File: config.mk
export PLATFORM = sky130hd
export DESIGN_NAME = sync_fifo_v2
export DESIGN_NICKNAME = d
export VERILOG_FILES = /design/src/rtl/sync_fifo_v2_pkg.sv /design/src/rtl/fifo_regfile.sv /design/src/rtl/sync_fifo_v2.sv
export SDC_FILE = /design/constraint.sdc
export NUM_CORES = 1
export LEC_CHECK = 0
export CELL_PAD_IN_SITES_DETAIL_PLACEMENT = 1
export CELL_PAD_IN_SITES_GLOBAL_PLACEMENT = 1
export CORE_AREA = 2 2 110 112
export DETAILED_ROUTE_END_ITERATION = 7
export DIE_AREA = 0 0 112 114
export GPL_ROUTABILITY_DRIVEN = 0
export PLACE_DENSITY = 0.84
export SLEW_MARGIN = 20
export SYNTH_ARGS = -nofsm -noshare
export SYNTH_HDL_FRONTEND = slang
export SYNTH_HIERARCHICAL = 1
export SYNTH_SLANG_ARGS = --single-unit
File: constraint.sdc
create_clock -name clk -period 7.4 [get_ports clk]
set_input_delay 2.22 -clock clk [delete_from_list [all_inputs] [get_ports clk]]
set_output_delay 2.22 -clock clk [all_outputs]
set_load 0.02 [all_outputs]
File: src/rtl/sync_fifo_v2_pkg.sv
// Shared definitions for the synchronous FIFO family: read-mode constants and
// a width helper that also covers the degenerate single-bit case.
package sync_fifo_v2_pkg;

  localparam int FIFO_MODE_STD  = 0;
  localparam int FIFO_MODE_FWFT = 1;

  function automatic int fifoWidth(input int value);
    return (value <= 2) ? 1 : $clog2(value);
  endfunction

endpackage

File: src/rtl/fifo_regfile.sv
// DEPTH x DATA_WIDTH storage array: one synchronous write port and one
// asynchronous read port. Contents are intentionally not reset.
module fifo_regfile #(
  parameter int DATA_WIDTH = 8,
  parameter int DEPTH      = 16,
  parameter int AW         = 4
) (
  input  logic                  clk,
  input  logic                  we_i,
  input  logic [AW-1:0]         waddr_i,
  input  logic [DATA_WIDTH-1:0] wdata_i,
  input  logic [AW-1:0]         raddr_i,
  output logic [DATA_WIDTH-1:0] rdata_o
);

  logic [DATA_WIDTH-1:0] mem_q [DEPTH];

  always_ff @(posedge clk) begin
    if (we_i) begin
      mem_q[waddr_i] <= wdata_i;
    end
  end

  assign rdata_o = mem_q[raddr_i];

endmodule

File: src/rtl/sync_fifo_v2.sv
// Single-clock FIFO with arbitrary depth, standard or first-word-fall-through
// read mode, programmable almost flags, occupancy count, flush and error pulses.
module sync_fifo_v2
  import sync_fifo_v2_pkg::*;
#(
  parameter int DATA_WIDTH = 8,
  parameter int DEPTH      = 16,
  parameter int FWFT       = FIFO_MODE_STD,
  parameter int AFULL_TH   = DEPTH - 2,
  parameter int AEMPTY_TH  = 2
) (
  input  logic                            clk,
  input  logic                            rst_n,
  input  logic                            clr,
  input  logic                            wr_en,
  input  logic [DATA_WIDTH-1:0]           data_i,
  input  logic                            rd_en,
  output logic [DATA_WIDTH-1:0]           data_o,
  output logic                            full,
  output logic                            empty,
  output logic                            almost_full,
  output logic                            almost_empty,
  output logic [fifoWidth(DEPTH+1)-1:0]   count,
  output logic                            overflow,
  output logic                            underflow
);

  localparam int CW = fifoWidth(DEPTH + 1);
  localparam int AW = fifoWidth(DEPTH);

  if (DEPTH < 2) begin : g_bad_depth
    $error("sync_fifo_v2: DEPTH must be >= 2");
  end
  if (AFULL_TH > DEPTH) begin : g_bad_afull
    $error("sync_fifo_v2: AFULL_TH must be <= DEPTH");
  end
  if (AEMPTY_TH >= DEPTH) begin : g_bad_aempty
    $error("sync_fifo_v2: AEMPTY_TH must be < DEPTH");
  end

  logic [AW-1:0]         wr_ptr_q, wr_ptr_d, rd_ptr_q, rd_ptr_d;
  logic [CW-1:0]         count_q, count_d;
  logic                  overflow_q, underflow_q;
  logic                  wr_acc, rd_acc;
  logic [DATA_WIDTH-1:0] rdata;

  assign full         = (count_q == CW'(DEPTH));
  assign empty        = (count_q == '0);
  assign almost_full  = (count_q >= CW'(AFULL_TH));
  assign almost_empty = (count_q <= CW'(AEMPTY_TH));
  assign count        = count_q;
  assign overflow     = overflow_q;
  assign underflow    = underflow_q;

  // A flush in the same cycle wins over any request, so it masks both accepts.
  assign wr_acc = wr_en & ~full & ~clr;
  assign rd_acc = rd_en & ~empty & ~clr;

  always_comb begin
    wr_ptr_d = wr_ptr_q;
    rd_ptr_d = rd_ptr_q;
    count_d  = count_q;
    if (clr) begin
      wr_ptr_d = '0;
      rd_ptr_d = '0;
      count_d  = '0;
    end else begin
      // Explicit wrap compare: DEPTH need not be a power of two.
      if (wr_acc) begin
        wr_ptr_d = (wr_ptr_q == AW'(DEPTH - 1)) ? '0 : wr_ptr_q + AW'(1);
      end
      if (rd_acc) begin
        rd_ptr_d = (rd_ptr_q == AW'(DEPTH - 1)) ? '0 : rd_ptr_q + AW'(1);
      end
      case ({wr_acc, rd_acc})
        2'b10:   count_d = count_q + CW'(1);
        2'b01:   count_d = count_q - CW'(1);
        default: count_d = count_q;
      endcase
    end
  end

  always_ff @(posedge clk or negedge rst_n) begin
    if (!rst_n) begin
      wr_ptr_q    <= '0;
      rd_ptr_q    <= '0;
      count_q     <= '0;
      overflow_q  <= 1'b0;
      underflow_q <= 1'b0;
    end else begin
      wr_ptr_q    <= wr_ptr_d;
      rd_ptr_q    <= rd_ptr_d;
      count_q     <= count_d;
      overflow_q  <= wr_en & full & ~clr;
      underflow_q <= rd_en & empty & ~clr;
    end
  end

  fifo_regfile #(
    .DATA_WIDTH (DATA_WIDTH),
    .DEPTH      (DEPTH),
    .AW         (AW)
  ) u_regfile (
    .clk     (clk),
    .we_i    (wr_acc),
    .waddr_i (wr_ptr_q),
    .wdata_i (data_i),
    .raddr_i (rd_ptr_q),
    .rdata_o (rdata)
  );

  if (FWFT == FIFO_MODE_FWFT) begin : g_fwft
    assign data_o = rdata;
  end else begin : g_std
    logic [DATA_WIDTH-1:0] data_q, data_d;

    // Output register only moves on an accepted read; flush leaves it alone.
    always_comb begin
      data_d = data_q;
      if (rd_acc) begin
        data_d = rdata;
      end
    end

    always_ff @(posedge clk or negedge rst_n) begin
      if (!rst_n) begin
        data_q <= '0;
      end else begin
        data_q <= data_d;
      end
    end

    assign data_o = data_q;
  end

endmodule

==> results.tsv, run 1 <==
metric	value	unit
status	finished, final reports clean	
CTS tree	yes	
top-count cell post-synth	edfxtp_1	
Setup Skew	19.9	ps
Detail Route Antenna Nets	0	
synthesized area	6310	sq um
syn_area_per_cell	18.4	sq um
Area contributors post-synth	edfxtp_1 61%, dfrtp_1 9.1%, mux4_2 6.4%	
TritonCTS Buffers	17	
Post-CTS Setup Repair Bufs	0	
GR Util All Layers	22.8	%
first-pass GRT wire length	20800	microns
die width	112	microns
hold slack	504	ps
core box area	11700	sq um
initial DRC count	250	
Core Util, Final	62.2	%
HPWL Detailed	8680	microns
register area share after synthesis	70.0	%
synthesized instance count	343	
total grt overflow	0	
die area	12800	sq um
Crit Path Class	in2reg	
Post-Route Setup TNS	0	ps
pre-CTS WS	1970	ps
fin crit share	67.3	%
fraction of layout cells with a size suffix above 1	18.8	%
Slew @ Worst Pin	1020	ps
final setup margin	2420	ps
root buffer cell	clkbuf_16	
Post-CTS Hold Buffers	0	
final wirelength	13600	microns
vias per inst	6.24	
critical path launch point type	input port	
Synth Register Bits	151	
Main synth FF type	edfxtp_1	
Slew HR	31.7	%
vias in the first global route	3529	
DR pass1 iterations	4	
maximum operating frequency	201	MHz
Starting Density	53.9	%
initial antenna violation count	0	
Layout Nets	399	
Peak VDD IR	0.290	mV
Syn-to-layout area delta	15.4	%
pin count of the biggest net entering global routing	29	
Hold Crit Class	reg2reg	
fin crit period	4980	ps
Final setup viols	0	
Clock Latency Late Sink	420	ps
Bufs on Longest Clock Path	2	
clock slew at reported path FFs	60	ps
post-synth top area share	60.9	%
Die Y	114	microns
io pins	32	
CTS resizes	0	
Leakage Power	0.00249	uW
total of max-cap violations	0	
Req. time, crit path	7660	ps
CP arrival	5240	ps
CP Capture Type	register	
n_diodes	0	
vias	3367	
PwrDens	337	nW/um^2
critical path peak fanout	20	
yosys synthesis warning count	6	
synth unique cells	52	
TritonCTS Sinks	151	
wire per inst	25.2	microns
H-tree depth	4	
Rows	40	
Synth top cells by count	128 x edfxtp_1, 27 x nor2_1, 23 x dfrtp_1	
EDFF count, synth	128	
DRC	0	
FFs w/ async S/R, synth	15.2	%
PortBufs	31	
RSZ-0062 raised after global routing	no	
Max Slew Vio Count	0	
syn_nets	362	
Hold Vio Cnt, Final	0	
fillers	1020	
biggest area consumer among synthesized cells	edfxtp_1	
-- worst paths after layout --
| check | depth (start not counted) | startpoint | slack, ps | end |
|---|---|---|---|---|
| min in group asynchronous | 1 | rst_n | 1790 | data_o[1] |
| worst min-delay path | 1 | data_o[3] | 500 | data_o[3] |
| max in group asynchronous | 1 | rst_n | 5200 | rd_ptr_q[0] |
| worst max-delay path | 9 | clr | 2420 | count[4] |
| worst min register to register | 1 | data_o[3] | 500 | data_o[3] |
| worst max register to register | 9 | count[1] | 4070 | count[4] |
-- placed cells by master, fill, tap and decap left out, types with 3 or more instances in the layout --
| master | n |
|---|---|
| inv_1 | 9 |
| mux4_1 | 14 |
| nand3b_1 | 3 |
| clkinv_1 | 3 |
| clkbuf_16 | 17 |
| mux2_2 | 8 |
| buf_4 | 4 |
| nand2_1 | 15 |
| ha_1 | 5 |
| a31oi_1 | 3 |
| edfxtp_1 | 128 |
| nand2b_1 | 5 |
| dfrtp_1 | 22 |
| clkdlybuf4s50_1 | 30 |
| mux4_2 | 18 |
| nor2_1 | 27 |
| clkinv_4 | 3 |
| a21oi_1 | 3 |
| nor3_1 | 4 |
| a22oi_1 | 16 |
| clkinv_2 | 5 |
| mux2i_1 | 7 |
-- power by group --
group	switching (uW)	internal, uW
Clock	327	490
Combinational	289	298
Sequential	78.7	971
Total	695	1760
-- layer usage --
layer  GRT usage, %  wire length (microns)
met5              0                      0
met4           8.05                    149
met1           30.4                   5820
met2           37.8                   7040
met3           5.10                    588
-- registers in the layout (all words and copies together) (netlist names) --
signal / count
count: 5
data_o: 8
overflow: 1
rd_ptr_q: 4
u_regfile/mem_q: 128
underflow: 1
wr_ptr_q: 4
-- kinds of logic (layout without fill, tap and decap cells) --
| kind of cell | count (synthesis) | in the layout | synth area share, % |
|---|---|---|---|
| XOR/XNOR | 3 | 3 | 0.416 |
| AO/OA/AOI/OAI | 38 | 38 | 4.82 |
| AND/OR/NAND/NOR | 70 | 70 | 5.67 |
| multiplexers | 49 | 49 | 15.3 |
| flip-flops | 151 | 151 | 70.0 |
| adder cells (fa/ha/maj) | 6 | 6 | 1.31 |
| buffers and inverters | 26 | 76 | 2.48 |
-- final cells by class --
class                           count  area (sq um)  share of cell area [%]
Clock buffer                       17           425                    5.84
Clock inverter                     15           138                    1.89
Inverter                            9          33.8                   0.464
Multi-Input combinational cell    166          1740                    24.0
Sequential cell                   151          4420                    60.7
Tap cell                          147           184                    2.53
Timing Repair Buffer               35           335                    4.61
-- critical path, stage by stage --
cell and delay (ps):
clkdlybuf4s50_1 820, nand2b_1 380, nor3_1 450, inv_1 110, fa_1 420, nand2b_1 230, a2111o_1 400, o211ai_1 110
a31oi_1 90
-- metrics by stage --
| stage | area (sq um) | instances | total power [uW] |
|---|---|---|---|
| after global routing | 7280 | 540 | 2550 |
| after detailed placement | 6720 | 508 | 1650 |
| after floorplan | 6310 | 343 | 1460 |
| after global placement | 6720 | 508 | 1630 |
| after CTS | 7280 | 540 | 2470 |
| final | 7280 | 540 | 2450 |
Note: power is estimated with default switching activity, not from simulation.
==> run 2: changes to the inputs <==
--- a/config.mk
+++ b/config.mk
@@ -7,11 +7,11 @@
 export LEC_CHECK = 0
 export CELL_PAD_IN_SITES_DETAIL_PLACEMENT = 1
 export CELL_PAD_IN_SITES_GLOBAL_PLACEMENT = 1
-export CORE_AREA = 2 2 110 112
+export CORE_AREA = 2 2 114 116
 export DETAILED_ROUTE_END_ITERATION = 7
-export DIE_AREA = 0 0 112 114
+export DIE_AREA = 0 0 116 118
 export GPL_ROUTABILITY_DRIVEN = 0
-export PLACE_DENSITY = 0.84
+export PLACE_DENSITY = 0.79
 export SLEW_MARGIN = 20
 export SYNTH_ARGS = -nofsm -noshare
 export SYNTH_HDL_FRONTEND = slang
==> constraint.sdc (replaced) <==
create_clock -name clk -period 4.8 [get_ports clk]
set_input_delay 1.44 -clock clk [delete_from_list [all_inputs] [get_ports clk]]
set_output_delay 1.44 -clock clk [all_outputs]
set_load 0.02 [all_outputs]
==> results.tsv, run 2 (synthesized netlist as in run 1, its figures left out) <==
metric	value	unit	change
P_sw	1120	uW	+61%
critical path peak fanout	12		-40%
Die Y	118	microns	+3.5%
number of flip-flops in the largest register	128		unchanged
GR Util All Layers	21.4	%	-1.4 points
fin crit share	81.1	%	
HPWL Detailed	8520	microns	-1.9%
CTS resizes	0		unchanged
Slew @ Worst Pin	1050	ps	+29.5 ps
combinational share of power	23.3	%	-0.6 points
Setup Skew	10.0	ps	-9.86 ps
Hold Crit Class	reg2reg		
vias per inst	5.81		-6.9%
Final setup viols	0		unchanged
Clk pwr share	32.6	%	-0.7 points
PwrDens	512	nW/um^2	+52%
pre-CTS WS	698	ps	-1270 ps
Post-CTS Setup Repair Bufs	0		unchanged
CP Capture Type	primary output		
Core Util, Final	58.9	%	-3.2 points
TritonCTS Buffers	17		unchanged
DRC	0		unchanged
Rows	41		+2.5%
final setup margin	908	ps	-1510 ps
most frequent cells in the layout	128 x edfxtp_1, 30 x clkdlybuf4s50_1, 27 x nor2_1, 21 x dfrtp_1, 18 x mux4_2		
status	finished, final reports clean		
clock slew at reported path FFs	60	ps	about the same
total grt overflow	0		unchanged
TritonCTS Sinks	151		unchanged
Post-CTS Hold Buffers	0		unchanged
slowest CP cell	nor4_4		
CP max stage delay	590	ps	-230 ps
Internal	2620	uW	+49%
CP arrival	2450	ps	-2790 ps
initial antenna violation count	0		unchanged
Post-Route Setup TNS	0	ps	unchanged
total of max-cap violations	0		unchanged
Crit Path Class	reg2out		
Slew HR	29.7	%	-2.0 points
Reg power frac	44.1	%	+1.3 points
top register by number of flip-flops	u_regfile/mem_q		
Syn-to-layout area delta	15.9	%	
leading cell type in the layout, fill and taps excluded	edfxtp_1		
fillers	1099		+7.7%
core box area	12400	sq um	+6.0%
pin count of the biggest net entering global routing	37		+28%
CTS tree	yes		
initial DRC count	268		+7.2%
first-pass GRT wire length	20800	microns	+0.20%
die area	13700	sq um	+7.2%
critical path launch point type	register		
DR pass1 iterations	4		unchanged
vias	3304		-1.9%
Bufs on Longest Clock Path	2		unchanged
vias in the first global route	3560		+0.88%
PortBufs	31		unchanged
n_diodes	0		unchanged
fraction of layout cells with a size suffix above 1	19.9	%	+1.1 points
Starting Density	50.8	%	-3.1 points
Peak VDD IR	0.306	mV	+5.4%
die width	116	microns	+3.6%
RSZ-0062 raised after global routing	no		
Hold Vio Cnt, Final	0		unchanged
io pins	32		unchanged
H-tree depth	4		unchanged
Clock Latency Late Sink	430	ps	about the same
root buffer cell	clkbuf_16		
fin crit period	3890	ps	
switching fraction of total power	29.9	%	+1.6 points
wire per inst	23.6	microns	-6.1%
critical path cell sequence	nor4_4 > nand2_1 > inv_1 > clkdlybuf4s50_1		
Leakage Power	0.00248	uW	-0.36%
final wirelength	13500	microns	-1.1%
Max Slew Vio Count	0		unchanged
Detail Route Antenna Nets	0		unchanged
maximum operating frequency	257	MHz	
Req. time, crit path	3360	ps	-4300 ps
Layout Nets	403		+1.0%
==> run 2: power by group through the flow <==
stage	clock network [uW]	registers, uW	logic, uW
finish	1220	1650	873
global route	1290	1670	940
CTS	1240	1650	881
detailed placement	0	1680	874
global placement	0	1670	846
floorplan	0	1640	616
==> run 2: through the flow <==
stage / instance area (sq um) / power (uW) / std cells / hold slack [ps]
2_1_floorplan: 6310 / 2260 / 343 / 504
3_3_place_gp: 6780 / 2520 / 537 / 492
3_5_place_dp: 6780 / 2550 / 537 / 495
4_1_cts: 7320 / 3780 / 569 / 509
5_1_grt: 7310 / 3900 / 569 / 529
6_report: 7310 / 3740 / 569 / 508
==> run 2: worst max-delay path: cells and delay by family (launching register included) <==
family / cells / cell delay, ps
simple gates: 2 / 770
buf+inv: 2 / 670
flops: 1 / 580
==> run 2: area by class of cell <==
| class | count | area, sq um | area share (%) |
|---|---|---|---|
| tap | 172 | 215 | 2.94 |
| clock buffer | 17 | 425 | 5.82 |
| clock inverter | 15 | 119 | 1.63 |
| inverter | 9 | 33.8 | 0.462 |
| timing repair buffer | 39 | 365 | 4.99 |
| sequential | 151 | 4420 | 60.5 |
| multi-input combinational | 166 | 1730 | 23.7 |
==> run 2: final timing paths <==
path	slack [ps]	cells past startpoint	to	startpoint
max	910	4	full	count[1]
min	510	1	data_o[7]	data_o[7]
max reg2reg	1580	9	count[4]	count[1]
min reg2reg	510	1	data_o[7]	data_o[7]
max in group asynchronous	3400	1	rd_ptr_q[1]	rst_n
min in group asynchronous	1000	1	data_o[5]	rst_n
==> run 2: metal layers <==
layer	track usage, %	vias up	part of all wire (%)
met5	0	-	0
met4	8.41	0	2.0
met3	7.26	24	6.8
met2	31.9	95	48
met1	29.3	1717	43
li1	-	1468	-
